--- src/rtl/pc_fetch_pkg.sv ---
`default_nettype none
// ============================================================================
// Module   : pc_fetch_pkg
// Brief    : Shared types and constants for the program-counter fetch front
//            end: redirect kind encodings, fetch state encoding and the
//            default reset address.
// Revision : 1.0 - initial release
// ============================================================================
package pc_fetch_pkg;

    // Redirect kind encodings carried on redirectKind
    localparam logic [1:0] KIND_JUMP   = 2'b00;
    localparam logic [1:0] KIND_BRANCH = 2'b01;
    localparam logic [1:0] KIND_CALL   = 2'b10;
    localparam logic [1:0] KIND_RETURN = 2'b11;

    // Default PC value loaded on reset
    localparam logic [7:0] PC_DEFAULT_RESET_ADDR = 8'h00;

    // Fetch sequencer states
    typedef enum logic [1:0] {
        IDLE  = 2'b00,
        FETCH = 2'b01,
        HOLD  = 2'b10
    } fetch_state_t;

endpackage : pc_fetch_pkg
`default_nettype wire

--- src/rtl/pc_return_stack.sv ---
`default_nettype none
// ============================================================================
// Module   : pc_return_stack
// Brief    : LIFO of STACK_DEPTH return addresses with push/pop, full/empty
//            status and a combinational top-of-stack output. Asynchronous
//            reset empties the stack. Push on full and pop on empty are
//            ignored; the caller decides how to flag them.
// Revision : 1.0 - initial release
// ============================================================================
module pc_return_stack #(
    parameter int ADDR_W      = 8,
    parameter int STACK_DEPTH = 4
) (
    input  logic              clk,
    input  logic              reset,
    input  logic              push,
    input  logic              pop,
    input  logic [ADDR_W-1:0] push_data,
    output logic [ADDR_W-1:0] top,
    output logic              full,
    output logic              empty
);

    localparam int            PTR_W       = (STACK_DEPTH > 1) ? $clog2(STACK_DEPTH) : 1;
    localparam logic [PTR_W:0] C_DEPTH    = (PTR_W + 1)'(STACK_DEPTH);
    localparam logic [PTR_W:0] C_CNT_ONE  = (PTR_W + 1)'(1);
    localparam logic [PTR_W-1:0] C_IDX_ONE = PTR_W'(1);

    // Occupancy count; one extra bit so that "full" is distinguishable from "empty"
    logic [PTR_W:0]      r_count;
    logic [ADDR_W-1:0]   r_entries [STACK_DEPTH];
    logic [PTR_W-1:0]    w_wr_idx;
    logic [PTR_W-1:0]    w_top_idx;
    logic                w_do_push;
    logic                w_do_pop;

    assign w_do_push = push && !full;
    assign w_do_pop  = pop && !empty && !push;

    // Depth is a power of two, so the low count bits wrap naturally when full
    assign w_wr_idx  = r_count[PTR_W-1:0];
    assign w_top_idx = r_count[PTR_W-1:0] - C_IDX_ONE;

    assign full  = (r_count == C_DEPTH);
    assign empty = (r_count == '0);
    assign top   = r_entries[w_top_idx];

    // Occupancy count: push has priority, reset empties the stack
    always_ff @(posedge clk or posedge reset) begin
        if (reset) begin
            r_count <= '0;
        end else if (w_do_push) begin
            r_count <= r_count + C_CNT_ONE;
        end else if (w_do_pop) begin
            r_count <= r_count - C_CNT_ONE;
        end
    end

    // Entry storage; contents are don't-care while the count says empty
    always_ff @(posedge clk) begin
        if (w_do_push) begin
            r_entries[w_wr_idx] <= push_data;
        end
    end

endmodule : pc_return_stack
`default_nettype wire

--- src/rtl/pc_fetch_unit.sv ---
`default_nettype none
// ============================================================================
// Module   : pc_fetch_unit
// Brief    : Program counter and instruction-fetch front end. Sequences
//            IDLE -> FETCH -> HOLD, holds each fetched byte until the decoder
//            accepts it and applies jump/branch/call/return redirects on the
//            accept cycle.
// Config   : PC_RETURN_STACK_EN - when defined, call pushes a return address
//            onto a hardware return stack and return pops it, with stackErr
//            flagging overflow/underflow. When undefined, call acts as jump,
//            return acts as no redirect and stackErr is tied low.
// Revision : 1.0 - initial release
// ============================================================================
module pc_fetch_unit
    import pc_fetch_pkg::*;
#(
    parameter int                ADDR_W      = 8,
    parameter int                DATA_W      = 8,
    parameter logic [ADDR_W-1:0] RESET_ADDR  = ADDR_W'(PC_DEFAULT_RESET_ADDR),
    parameter int                STACK_DEPTH = 4
) (
    input  logic              clk,
    input  logic              reset,
    output logic [ADDR_W-1:0] memAddr,
    output logic              memReq,
    input  logic              memReady,
    input  logic [DATA_W-1:0] memData,
    output logic [DATA_W-1:0] instr,
    output logic              instrValid,
    input  logic              instrReady,
    output logic [ADDR_W-1:0] pcOut,
    input  logic              redirect,
    input  logic [1:0]        redirectKind,
    input  logic [ADDR_W-1:0] redirectOperand,
    output logic              stackErr
);

    localparam logic [ADDR_W-1:0] C_PC_ONE = ADDR_W'(1);

    fetch_state_t       r_state;
    logic [ADDR_W-1:0]  r_pc;
    logic [ADDR_W-1:0]  r_pc_out;
    logic [DATA_W-1:0]  r_instr;
    logic               r_instr_valid;
    logic               r_mem_req;

    logic               w_accept;
    logic               w_take;
    logic [ADDR_W-1:0]  w_return_addr;
    logic [ADDR_W-1:0]  w_next_pc;

    // Accept happens only while holding an instruction; redirects count only then
    assign w_accept      = (r_state == HOLD) && instrReady;
    assign w_take        = w_accept && redirect;
    assign w_return_addr = r_pc_out + C_PC_ONE;

    // All outputs come straight from registers
    assign memAddr    = r_pc;
    assign memReq     = r_mem_req;
    assign instr      = r_instr;
    assign instrValid = r_instr_valid;
    assign pcOut      = r_pc_out;

`ifdef PC_RETURN_STACK_EN
    logic               w_push;
    logic               w_pop;
    logic               w_full;
    logic               w_empty;
    logic [ADDR_W-1:0]  w_top;
    logic               w_err_set;
    logic               r_stack_err;

    assign w_push = w_take && (redirectKind == KIND_CALL)   && !w_full;
    assign w_pop  = w_take && (redirectKind == KIND_RETURN) && !w_empty;

    pc_return_stack #(
        .ADDR_W      (ADDR_W),
        .STACK_DEPTH (STACK_DEPTH)
    ) u_return_stack (
        .clk       (clk),
        .reset     (reset),
        .push      (w_push),
        .pop       (w_pop),
        .push_data (w_return_addr),
        .top       (w_top),
        .full      (w_full),
        .empty     (w_empty)
    );

    // Next PC on accept: sequential unless a redirect is taken
    always_comb begin
        w_next_pc = r_pc;
        w_err_set = 1'b0;
        if (w_take) begin
            case (redirectKind)
                KIND_JUMP:   w_next_pc = redirectOperand;
                KIND_BRANCH: w_next_pc = w_return_addr + redirectOperand;
                KIND_CALL: begin
                    // The jump is still taken when the push is dropped
                    w_next_pc = redirectOperand;
                    w_err_set = w_full;
                end
                KIND_RETURN: begin
                    if (w_empty) begin
                        w_next_pc = RESET_ADDR;
                        w_err_set = 1'b1;
                    end else begin
                        w_next_pc = w_top;
                    end
                end
                default: w_next_pc = r_pc;
            endcase
        end
    end

    // Sticky stack error: set on overflow/underflow, cleared only by reset
    always_ff @(posedge clk or posedge reset) begin
        if (reset) begin
            r_stack_err <= 1'b0;
        end else if (w_err_set) begin
            r_stack_err <= 1'b1;
        end
    end

    assign stackErr = r_stack_err;
`else
    logic w_unused_stack_cfg;

    // No return stack is built, so its depth has no effect
    assign w_unused_stack_cfg = (STACK_DEPTH == 0);

    // Next PC on accept: call degrades to jump, return keeps the sequential PC
    always_comb begin
        w_next_pc = r_pc;
        if (w_take) begin
            case (redirectKind)
                KIND_JUMP:   w_next_pc = redirectOperand;
                KIND_BRANCH: w_next_pc = w_return_addr + redirectOperand;
                KIND_CALL:   w_next_pc = redirectOperand;
                KIND_RETURN: w_next_pc = r_pc;
                default:     w_next_pc = r_pc;
            endcase
        end
    end

    assign stackErr = 1'b0;
`endif

    // Fetch sequencer with registered memory request and instruction hold
    always_ff @(posedge clk or posedge reset) begin
        if (reset) begin
            r_state       <= IDLE;
            r_pc          <= RESET_ADDR;
            r_pc_out      <= '0;
            r_instr       <= '0;
            r_instr_valid <= 1'b0;
            r_mem_req     <= 1'b0;
        end else begin
            case (r_state)
                IDLE: begin
                    r_state   <= FETCH;
                    r_mem_req <= 1'b1;
                end
                FETCH: begin
                    if (memReady) begin
                        r_instr       <= memData;
                        r_pc_out      <= r_pc;
                        r_pc          <= r_pc + C_PC_ONE;
                        r_instr_valid <= 1'b1;
                        r_mem_req     <= 1'b0;
                        r_state       <= HOLD;
                    end
                end
                HOLD: begin
                    if (w_accept) begin
                        r_pc          <= w_next_pc;
                        r_instr_valid <= 1'b0;
                        r_mem_req     <= 1'b1;
                        r_state       <= FETCH;
                    end
                end
                default: begin
                    r_state       <= IDLE;
                    r_instr_valid <= 1'b0;
                    r_mem_req     <= 1'b0;
                end
            endcase
        end
    end

endmodule : pc_fetch_unit
`default_nettype wire

--- config.mk ---
export PLATFORM = sky130hd
export DESIGN_NAME = pc_fetch_unit
export DESIGN_NICKNAME = d
export VERILOG_FILES = /design/src/rtl/pc_fetch_pkg.sv /design/src/rtl/pc_return_stack.sv /design/src/rtl/pc_fetch_unit.sv
export SDC_FILE = /design/constraint.sdc
export NUM_CORES = 1
export LEC_CHECK = 0
export ABC_AREA = 1
export CELL_PAD_IN_SITES_DETAIL_PLACEMENT = 0
export CELL_PAD_IN_SITES_GLOBAL_PLACEMENT = 1
export CORE_ASPECT_RATIO = 2
export CORE_UTILIZATION = 35
export DETAILED_ROUTE_END_ITERATION = 8
export PLACE_DENSITY_LB_ADDON = 0.1
export SLEW_MARGIN = 20
export SYNTH_ARGS = -nofsm -noshare
export SYNTH_HDL_FRONTEND = slang
export SYNTH_SLANG_ARGS = --single-unit
--- constraint.sdc ---
create_clock -name clk -period 2.2 [get_ports clk]
set_clock_uncertainty 0.15 [all_clocks]
set_input_delay 0.22 -clock clk [delete_from_list [all_inputs] [get_ports clk]]
set_output_delay 0.22 -clock clk [all_outputs]
set_load 0.005 [all_outputs]
==> impl_metrics.csv, run 1 <==
group,metric,value,unit
floorplan,start_util,36.5,%
timing,timing.fmax,518,MHz
timing,tns,0,ns
route,via_count,1537,
setup_path,arrival,2.00,ns
yosys,synth_async_sr_flop_share,100,%
timing,hold_viol_final,0,
yosys,synth.most_common_cell,"nand2_1",
route,antenna_left,0,
yosys,yosysWarnings,0,
yosys,synth_edf_count,0,
setup_path,rrSetupSlack,0.27,ns
layout,postLayoutCoreUtil,48.7,%
global_route,grt_pass1_vias,1467,
setup_path,r2r-start,"pcOut[0]",
route,firstDrtPassIters,6,
yosys,synth_cell_type_count,30,
clock_network,clkTransAtPathRegs,0.10,ns
pwr,p_total,3.11,mW
floorplan,die_width,52.4,um
setup_path,critPathLaunchType,"register",
yosys,synthesis.area,1780,sq um
route,vias_per_cell,4.79,
pwr,peakVddDrop,0.614,mV
yosys,synth_top_area_share,39.4,%
clock_network,post-cts-setup-buffers,0,
yosys,synthTopCellsByArea,"dfrtp_1 (39%), nand2_1 (9.7%), inv_1 (5.9%), ha_1 (5.6%), o21ai_0 (5.6%)",
timing,layout_min_cycle_time,1.93,ns
yosys,ys_top_cells_by_count,"nand2_1 (46), dfrtp_1 (28), inv_1 (28)",
timing,rsz0062_at_grt,"false",
timing,fin_crit_sh,87.7,%
floorplan,die_h,103,um
worst_hold_path,min-delay-path-class,"in2async",
route,routed_wl,4590,um
pwr,power_density,1310,nW/um^2
clock_network,cts_root_buf,"clkbuf_8",
global_route,grt_pass1_wl,7150,um
yosys,synth_seq_cells,28,
clock_network,ctsHoldBuffers,0,
floorplan,core,4860,sq um
floorplan,rows,36,
global_route,grt_max_degree,29,
route,first_iter_violations,21,
clock_network,cts_resized,0,
setup_path,r2r-end,"memAddr[4]",
yosys,syn_nets,247,
yosys,synth_ff_type,"dfrtp_1",
layout,antenna_cells,0,
setup_path,crit_fanout,3,
outcome,status,"finished clean",
setup_path,crit_type,"reg2reg",
yosys,syn_area_per_cell,8.26,sq um
global_route,grt_usage,18.2,%
placement,io_buffers,48,
clock_network,cts_max_level,1,
placement,gp_congestion,0.751,
clock_network,clockBufferDepth,2,
global_route,antenna_found_initial,0,
pwr,leakage,1.14,nW
placement,hpwlAfterDp,3540,um
floorplan,io_pins,50,
global_route,gr-total-overflow,0,
timing,drv_slew,0,
job,drv_cap,0,
timing,finalSetupViolCount,0,
clock_network,cts_num_sinks,28,
layout,nets,297,
route,post_drt_wl_per_cell,14.3,um
yosys,yosysTopAreaCell,"dfrtp_1",
floorplan,dieArea,5380,sq um
clock_network,insertion_delay,0.28,ns
clock_network,cts_buffers,3,
setup_path,end_kind,"register",
setup_path,ff2ff_path_depth,11,
yosys,yosysSeqAreaShare,39.4,%
route,drc,0,
layout,layout-drive-gt1-share,11.0,%
layout,fillers,493,
clock_network,cts_tree,"done",
layout,syn_to_final_growth,33.4,%
setup_path,required,2.27,ns
yosys,syn-instance-count,215,
==> flip-flops by register name (all words and copies together) (netlist names) <==
| signal | count |
|---|---|
| instr | 8 |
| instrValid | 1 |
| memAddr | 8 |
| memReq | 1 |
| pcOut | 8 |
| r_state | 2 |
==> worst max-delay path: stages (launching register included) <==
cell     delay (ns)
dfrtp_1        0.40
inv_1          0.05
ha_1           0.22
fa_1           0.36
inv_1          0.07
nand2_1        0.06
nand2_1        0.07
nand2_1        0.06
xor2_1         0.13
o21ai_0        0.16
nand3_1        0.09
nand2_1        0.06
==> worst max-delay path by stage <==
| stage | slack [ns] | to | from | depth (start not counted) |
|---|---|---|---|---|
| 2_1_floorplan | 0.41 | memAddr[4] | pcOut[0] | 11 |
| 3_3_place_gp | 0.003 | memAddr[4] | redirectOperand[0] | 12 |
| 3_5_place_dp | -0.02 | memAddr[4] | redirectOperand[0] | 12 |
| 4_1_cts | 0.24 | memAddr[4] | pcOut[0] | 11 |
| 5_1_grt | 0.08 | memAddr[4] | redirectOperand[0] | 12 |
| 6_report | 0.27 | memAddr[4] | pcOut[0] | 11 |
==> final cells by class <==
cell class,instances,area (sq um),share of cell area (%)
multi-input cells,150,907,38.3
flip-flops and latches,28,701,29.6
repair buffers,51,503,21.2
inverters,31,116,4.91
well taps,57,71.3,3.01
clock buffers,3,41.3,1.74
clock inverters,1,30.0,1.27
==> through the flow <==
step | cells | hold WS, ns | setup slack [ns] | cell area, sq um
global placement | 317 | 0.304 | 0.00302 | 2300
CTS | 321 | 0.170 | 0.240 | 2370
global route | 321 | 0.235 | 0.0764 | 2370
finish | 321 | 0.165 | 0.271 | 2370
detailed placement | 317 | 0.308 | -0.0230 | 2300
floorplan | 215 | 0.135 | 0.408 | 1780
==> cell families (layout without fill, tap and decap cells) <==
| group | count (synthesis) | count (layout) | share of synthesized area [%] |
|---|---|---|---|
| simple gates | 88 | 88 | 23.1 |
| compound gates | 37 | 37 | 10.9 |
| buf+inv | 37 | 86 | 9.51 |
| flops | 28 | 28 | 39.4 |
| mux | 10 | 10 | 7.61 |
| fa+ha+maj | 9 | 9 | 6.76 |
| xor+xnor | 5 | 5 | 2.47 |
| other cells | 1 | 1 | 0.211 |
==> cells in the final DEF, fill, tap and decap left out, types with 2 or more instances in the layout <==
cell type	instances
or2_2	3
nand2_1	46
clkdlybuf4s50_1	48
nand2_4	2
buf_4	3
inv_2	3
xnor2_1	3
dfrtp_1	28
mux2_2	4
nand3_1	11
o21ai_0	20
o21ai_1	2
ha_1	8
inv_1	28
a21oi_1	12
nor2_1	19
nand3b_1	2
xor2_1	2
clkbuf_8	3
mux2_4	6
nor2_4	2
==> where the power goes <==
| part | internal (mW) | switching (mW) | total [mW] | leakage (nW) |
|---|---|---|---|---|
| logic | 0.915 | 0.794 | 1.71 | 0.769 |
| clock network | 0.244 | 0.172 | 0.416 | 0.0357 |
| registers | 0.762 | 0.225 | 0.987 | 0.332 |
| total | 1.92 | 1.19 | 3.11 | 1.14 |
==> per-layer routing <==
metal	track usage, %	wire (um)
met1	20.4	1810
met2	35.5	2620
met3	1.47	127
met4	3.64	30
met5	0	0
(Power assumes the default switching activity.)
==> inputs of run 2 (changes only) <==
--- a/config.mk
+++ b/config.mk
@@ -12,6 +12,7 @@
 export CORE_UTILIZATION = 35
 export DETAILED_ROUTE_END_ITERATION = 8
 export PLACE_DENSITY_LB_ADDON = 0.1
+export RECOVER_POWER = 100
 export SLEW_MARGIN = 20
 export SYNTH_ARGS = -nofsm -noshare
 export SYNTH_HDL_FRONTEND = slang
==> run 2 against run 1 <==
  * Clock power hardly changed
  * Critical path type is now in2reg
  * Clock-buffer cell count stayed put
  * Wire length is 1.2% lower
  * Critical path depth is 1 higher
  * Combinational power is 11% lower
  * Worst setup slack worse by 0.0021 ns
  * Critical endpoint unchanged
  * Die area stayed put
==> impl_metrics.csv, run 2 (synthesis results as in run 1) <==
group,metric,value,unit
timing,hold_viol_final,0,
global_route,use_met1,20.4,%
layout,syn_to_final_growth,30.6,%
floorplan,io_pins,50,
global_route,grt_usage,18.2,%
layout,layout.cells.non_filler,321,
setup_path,ff2ff_path_depth,11,
global_route,antenna_found_initial,0,
clock_network,insertion_delay,0.28,ns
setup_path,end_kind,"register",
route,first_iter_violations,20,
timing,drv_slew,0,
pwr,peakVddDrop,0.591,mV
route,firstDrtPassIters,5,
worst_hold_path,min-delay-path-class,"reg2reg",
timing,fin_crit_sh,87.8,%
job,drv_cap,0,
floorplan,die_width,52.4,um
floorplan,start_util,36.5,%
route,routed_wl,4530,um
clock_network,ctsHoldBuffers,0,
placement,post-place-cells,317,
route,drc,0,
layout,antenna_cells,0,
clock_network,cts_buffers,3,
placement,gp_congestion,0.751,
floorplan,rows,36,
route,post_drt_wl_per_cell,14.1,um
timing,max-slew-margin-rel,49.6,%
floorplan,die_h,103,um
global_route,gr-max-usage-layer,"met2",
clock_network,cts_max_level,1,
timing,finalSetupViolCount,0,
layout,nets,297,
worst_hold_path,hold_depth,2,
clock_network,clkTransAtPathRegs,0.10,ns
timing,timing.fmax,518,MHz
route,via_count,1534,
clock_network,cts_resized,0,
timing,layout_min_cycle_time,1.93,ns
setup_path,crit_fanout,2,
clock_network,cts_num_sinks,28,
global_route,gr-total-overflow,0,
placement,hpwlAfterDp,3540,um
layout,layout-drive-gt1-share,6.82,%
timing,whs,0.325,ns
setup_path,required,2.27,ns
floorplan,dieArea,5380,sq um
setup_path,arrival,2.01,ns
timing,rsz0062_at_grt,"false",
pwr,power_density,1250,nW/um^2
floorplan,core,4860,sq um
clock_network,cts_tree,"done",
global_route,grt_use_met3,1.47,%
placement,io_buffers,48,
clock_network,post-cts-setup-buffers,0,
setup_path,crit_type,"in2reg",
route,vias_per_cell,4.78,
global_route,grt_pass1_wl,7150,um
setup_path,critPathLaunchType,"input pin",
layout,mostFrequentLayoutCells,"nand2_1 (46), inv_1 (30), dfrtp_1 (28)",
global_route,grt_use_met2,35.5,%
outcome,status,"finished clean",
global_route,grt_max_degree,29,
clock_network,cts_root_buf,"clkbuf_8",
global_route,grt_pass1_vias,1467,
layout,final_common_cell,"nand2_1",
clock_network,clockBufferDepth,2,
pwr,leakage,1.12,nW
route,antenna_left,0,
timing,tightest_slew,0.756,ns
-- run 2: cell count changes in the layout (fill, tap and decap cells not counted), sizes merged --
| cell | change |
|---|---|
| dlygate4sd3 | +27 |
| clkdlybuf4s50 | -27 |
| buf | -2 |
| clkbuf | +2 |
-- run 2: routing by layer --
layer / wire length, um / part of all wire [%]
met5: 0 / 0
met4: 30 / 0.66
met3: 126 / 2.8
met2: 2630 / 58
met1: 1740 / 38
-- run 2: power by group --
part | switching [mW] | internal, mW | total, mW
registers | 0.200 | 0.761 | 0.961
clock network | 0.172 | 0.244 | 0.416
logic | 0.770 | 0.756 | 1.53
total | 1.14 | 1.76 | 2.90
-- run 2: worst max-delay path, cell delays in order --
cell,delay [ns]
clkdlybuf4s50_1,0.48
inv_1,0.04
ha_1,0.20
fa_1,0.36
inv_1,0.07
nand2_1,0.06
nand2_1,0.07
nand2_1,0.06
xor2_1,0.13
o21ai_0,0.16
nand3_1,0.09
nand2_1,0.07
-- run 2: area by class of cell --
| type | count | area, sq um |
|---|---|---|
| clock buffer | 3 | 41.3 |
| clock inverter | 1 | 30.0 |
| fill | 500 | 2540 |
| inverter | 31 | 116 |
| multi-input combinational | 150 | 865 |
| sequential | 28 | 701 |
| tap | 57 | 71.3 |
| timing repair buffer | 51 | 497 |
-- run 2: path summary, 6_finish.rpt --
check	from	to	slack (ns)
setup / recovery	redirectOperand[0]	memAddr[4]	0.27
hold / removal	memReq	memReq	0.33
setup reg to reg	pcOut[0]	memAddr[4]	0.27
hold reg to reg	memReq	memReq	0.33
max in group asynchronous	reset	pcOut[6]	0.99
min in group asynchronous	reset	instrValid	0.44
-- run 2: stage by stage --
stage,power (mW),util (%),cell area [sq um],setup slack [ns],TNS [ns]
floorplan,2.00,-,1780,0.408,0
global placement,2.71,47.2,2300,0.00302,0
detailed placement,2.73,47.2,2300,-0.0230,-0.0230
CTS,3.16,48.7,2370,0.240,0
global route,3.19,47.7,2320,0.0721,0
finish,2.90,47.7,2320,0.269,0
==> inputs of run 3 (changes only) <==
--- a/config.mk
+++ b/config.mk
@@ -11,7 +11,7 @@
 export CORE_ASPECT_RATIO = 2
 export CORE_UTILIZATION = 35
 export DETAILED_ROUTE_END_ITERATION = 8
-export PLACE_DENSITY_LB_ADDON = 0.1
+export PLACE_DENSITY_LB_ADDON = 0.3
 export RECOVER_POWER = 100
 export SLEW_MARGIN = 20
 export SYNTH_ARGS = -nofsm -noshare
==> run 3 against run 2 <==
  * Cell area increased by 0.16%
  * Worst setup slack got worse by 0.043 ns
  * Flip-flop and latch count unchanged
  * Critical path depth unchanged
  * Wire length decreased by 7.0%
  * Highest routed layer unchanged
==> impl_metrics.csv, run 3 (synthesis results as in run 1) <==
group,metric,value,unit
outcome,status,"finished clean",
timing,finalSetupViolCount,0,
clock_network,cts_buffers,3,
clock_network,ctsHoldBuffers,0,
setup_path,crit_fanout,2,
placement,place_area,2300,sq um
placement,gp_congestion,0.774,
setup_path,arrival,2.05,ns
clock_network,clkTransAtPathRegs,0.11,ns
placement,pre_cts_slack,-0.0716,ns
setup_path,critPathLaunchType,"input pin",
floorplan,start_util,36.5,%
clock_network,clockBufferDepth,2,
layout,fillers,522,
route,first_iter_violations,22,
floorplan,core,4860,sq um
job,drv_cap,0,
pwr,power_density,1250,nW/um^2
layout,final_common_cell,"nand2_1",
clock_network,cts_resized,0,
floorplan,die_width,52.4,um
placement,hpwlAfterDp,3270,um
pwr,peakVddDrop,0.824,mV
placement,io_buffers,48,
route,post_drt_wl_per_cell,13.1,um
worst_hold_path,min-delay-path-class,"reg2reg",
timing,tightest_slew,0.740,ns
clock_network,cts_tree,"done",
setup_path,end_kind,"register",
timing,rsz0062_at_grt,"false",
timing,hold_viol_final,0,
global_route,gr-total-overflow,0,
route,drc,0,
layout,syn_to_final_growth,30.8,%
global_route,grt_pass1_vias,1459,
route,via_count,1499,
layout,final_area,2320,sq um
route,vias_per_cell,4.67,
layout,mostFrequentLayoutCells,"nand2_1 (46), inv_1 (29), dlygate4sd3_1 (28), dfrtp_1 (28)",
pwr,leakage,1.12,nW
route,routed_wl,4210,um
setup_path,required,2.28,ns
global_route,grt_usage,17.0,%
timing,layout_min_cycle_time,1.97,ns
timing,timing.fmax,507,MHz
floorplan,io_pins,50,
timing,finalWorstSetupSlack,0.226,ns
layout,antenna_cells,0,
clock_network,cts_root_buf,"clkbuf_8",
floorplan,rows,36,
route,antenna_left,0,
timing,fin_crit_sh,89.7,%
clock_network,cts_max_level,1,
setup_path,crit_type,"in2reg",
global_route,grt_max_degree,29,
clock_network,post-cts-setup-buffers,0,
clock_network,insertion_delay,0.28,ns
layout,postLayoutCoreUtil,47.8,%
floorplan,dieArea,5380,sq um
layout,nets,297,
route,firstDrtPassIters,4,
setup_path,rrSetupSlack,0.24,ns
floorplan,die_h,103,um
clock_network,cts_num_sinks,28,
layout,layout-drive-gt1-share,7.58,%
pwr,p_total,2.90,mW
global_route,antenna_found_initial,0,
global_route,grt_pass1_wl,6740,um
timing,max-slew-margin-rel,50.7,%
timing,drv_slew,0,
## run 3: worst paths after layout
| kind | startpoint | to | cells past startpoint |
|---|---|---|---|
| setup / recovery | redirectOperand[0] | memAddr[4] | 12 |
| setup reg to reg | pcOut[0] | memAddr[4] | 11 |
| hold reg to reg | memReq | memReq | 2 |
| max in group asynchronous | reset | memAddr[5] | 3 |
| min in group asynchronous | reset | instr[6] | 3 |
| hold / removal | memReq | memReq | 2 |
## run 3: per-stage QoR
stage	setup TNS, ns	hold slack, ns	std cells
floorplan	0	0.135	215
global placement	-0.0213	0.319	317
detailed placement	-0.108	0.315	317
CTS	0	0.159	321
global route	0	0.354	321
finish	0	0.331	321
## run 3: worst max-delay path: stages
cell	delay, ns
clkdlybuf4s50_1	0.48
inv_1	0.05
ha_1	0.20
fa_1	0.37
inv_1	0.07
nand2_1	0.06
nand2_1	0.08
nand2_1	0.07
xor2_1	0.15
o21ai_0	0.14
nand3_1	0.08
nand2_1	0.06
## run 3: power breakdown
group	leakage, nW	internal [mW]	switching, mW	total (mW)
Sequential	0.332	0.761	0.195	0.957
Combinational	0.754	0.765	0.752	1.52
Clock	0.0357	0.244	0.178	0.422
Total	1.12	1.77	1.13	2.90
## run 3: routing by layer
metal | part of all wire (%) | global-route usage (%) | up-vias
li1 | - | - | 789
met1 | 41 | 19.1 | 682
met2 | 55 | 32.3 | 24
met3 | 2.6 | 1.77 | 4
met4 | 1.0 | 4.86 | 0
met5 | 0 | 0 | -
## run 3: final cells by class
class	instances	area, sq um	area share [%]
clock buffers	3	41.3	1.78
multi-input cells	150	868	37.4
clock inverters	1	30.0	1.29
repair buffers	51	497	21.4
flip-flops and latches	28	701	30.1
inverters	31	116	5.01
well taps	57	71.3	3.07
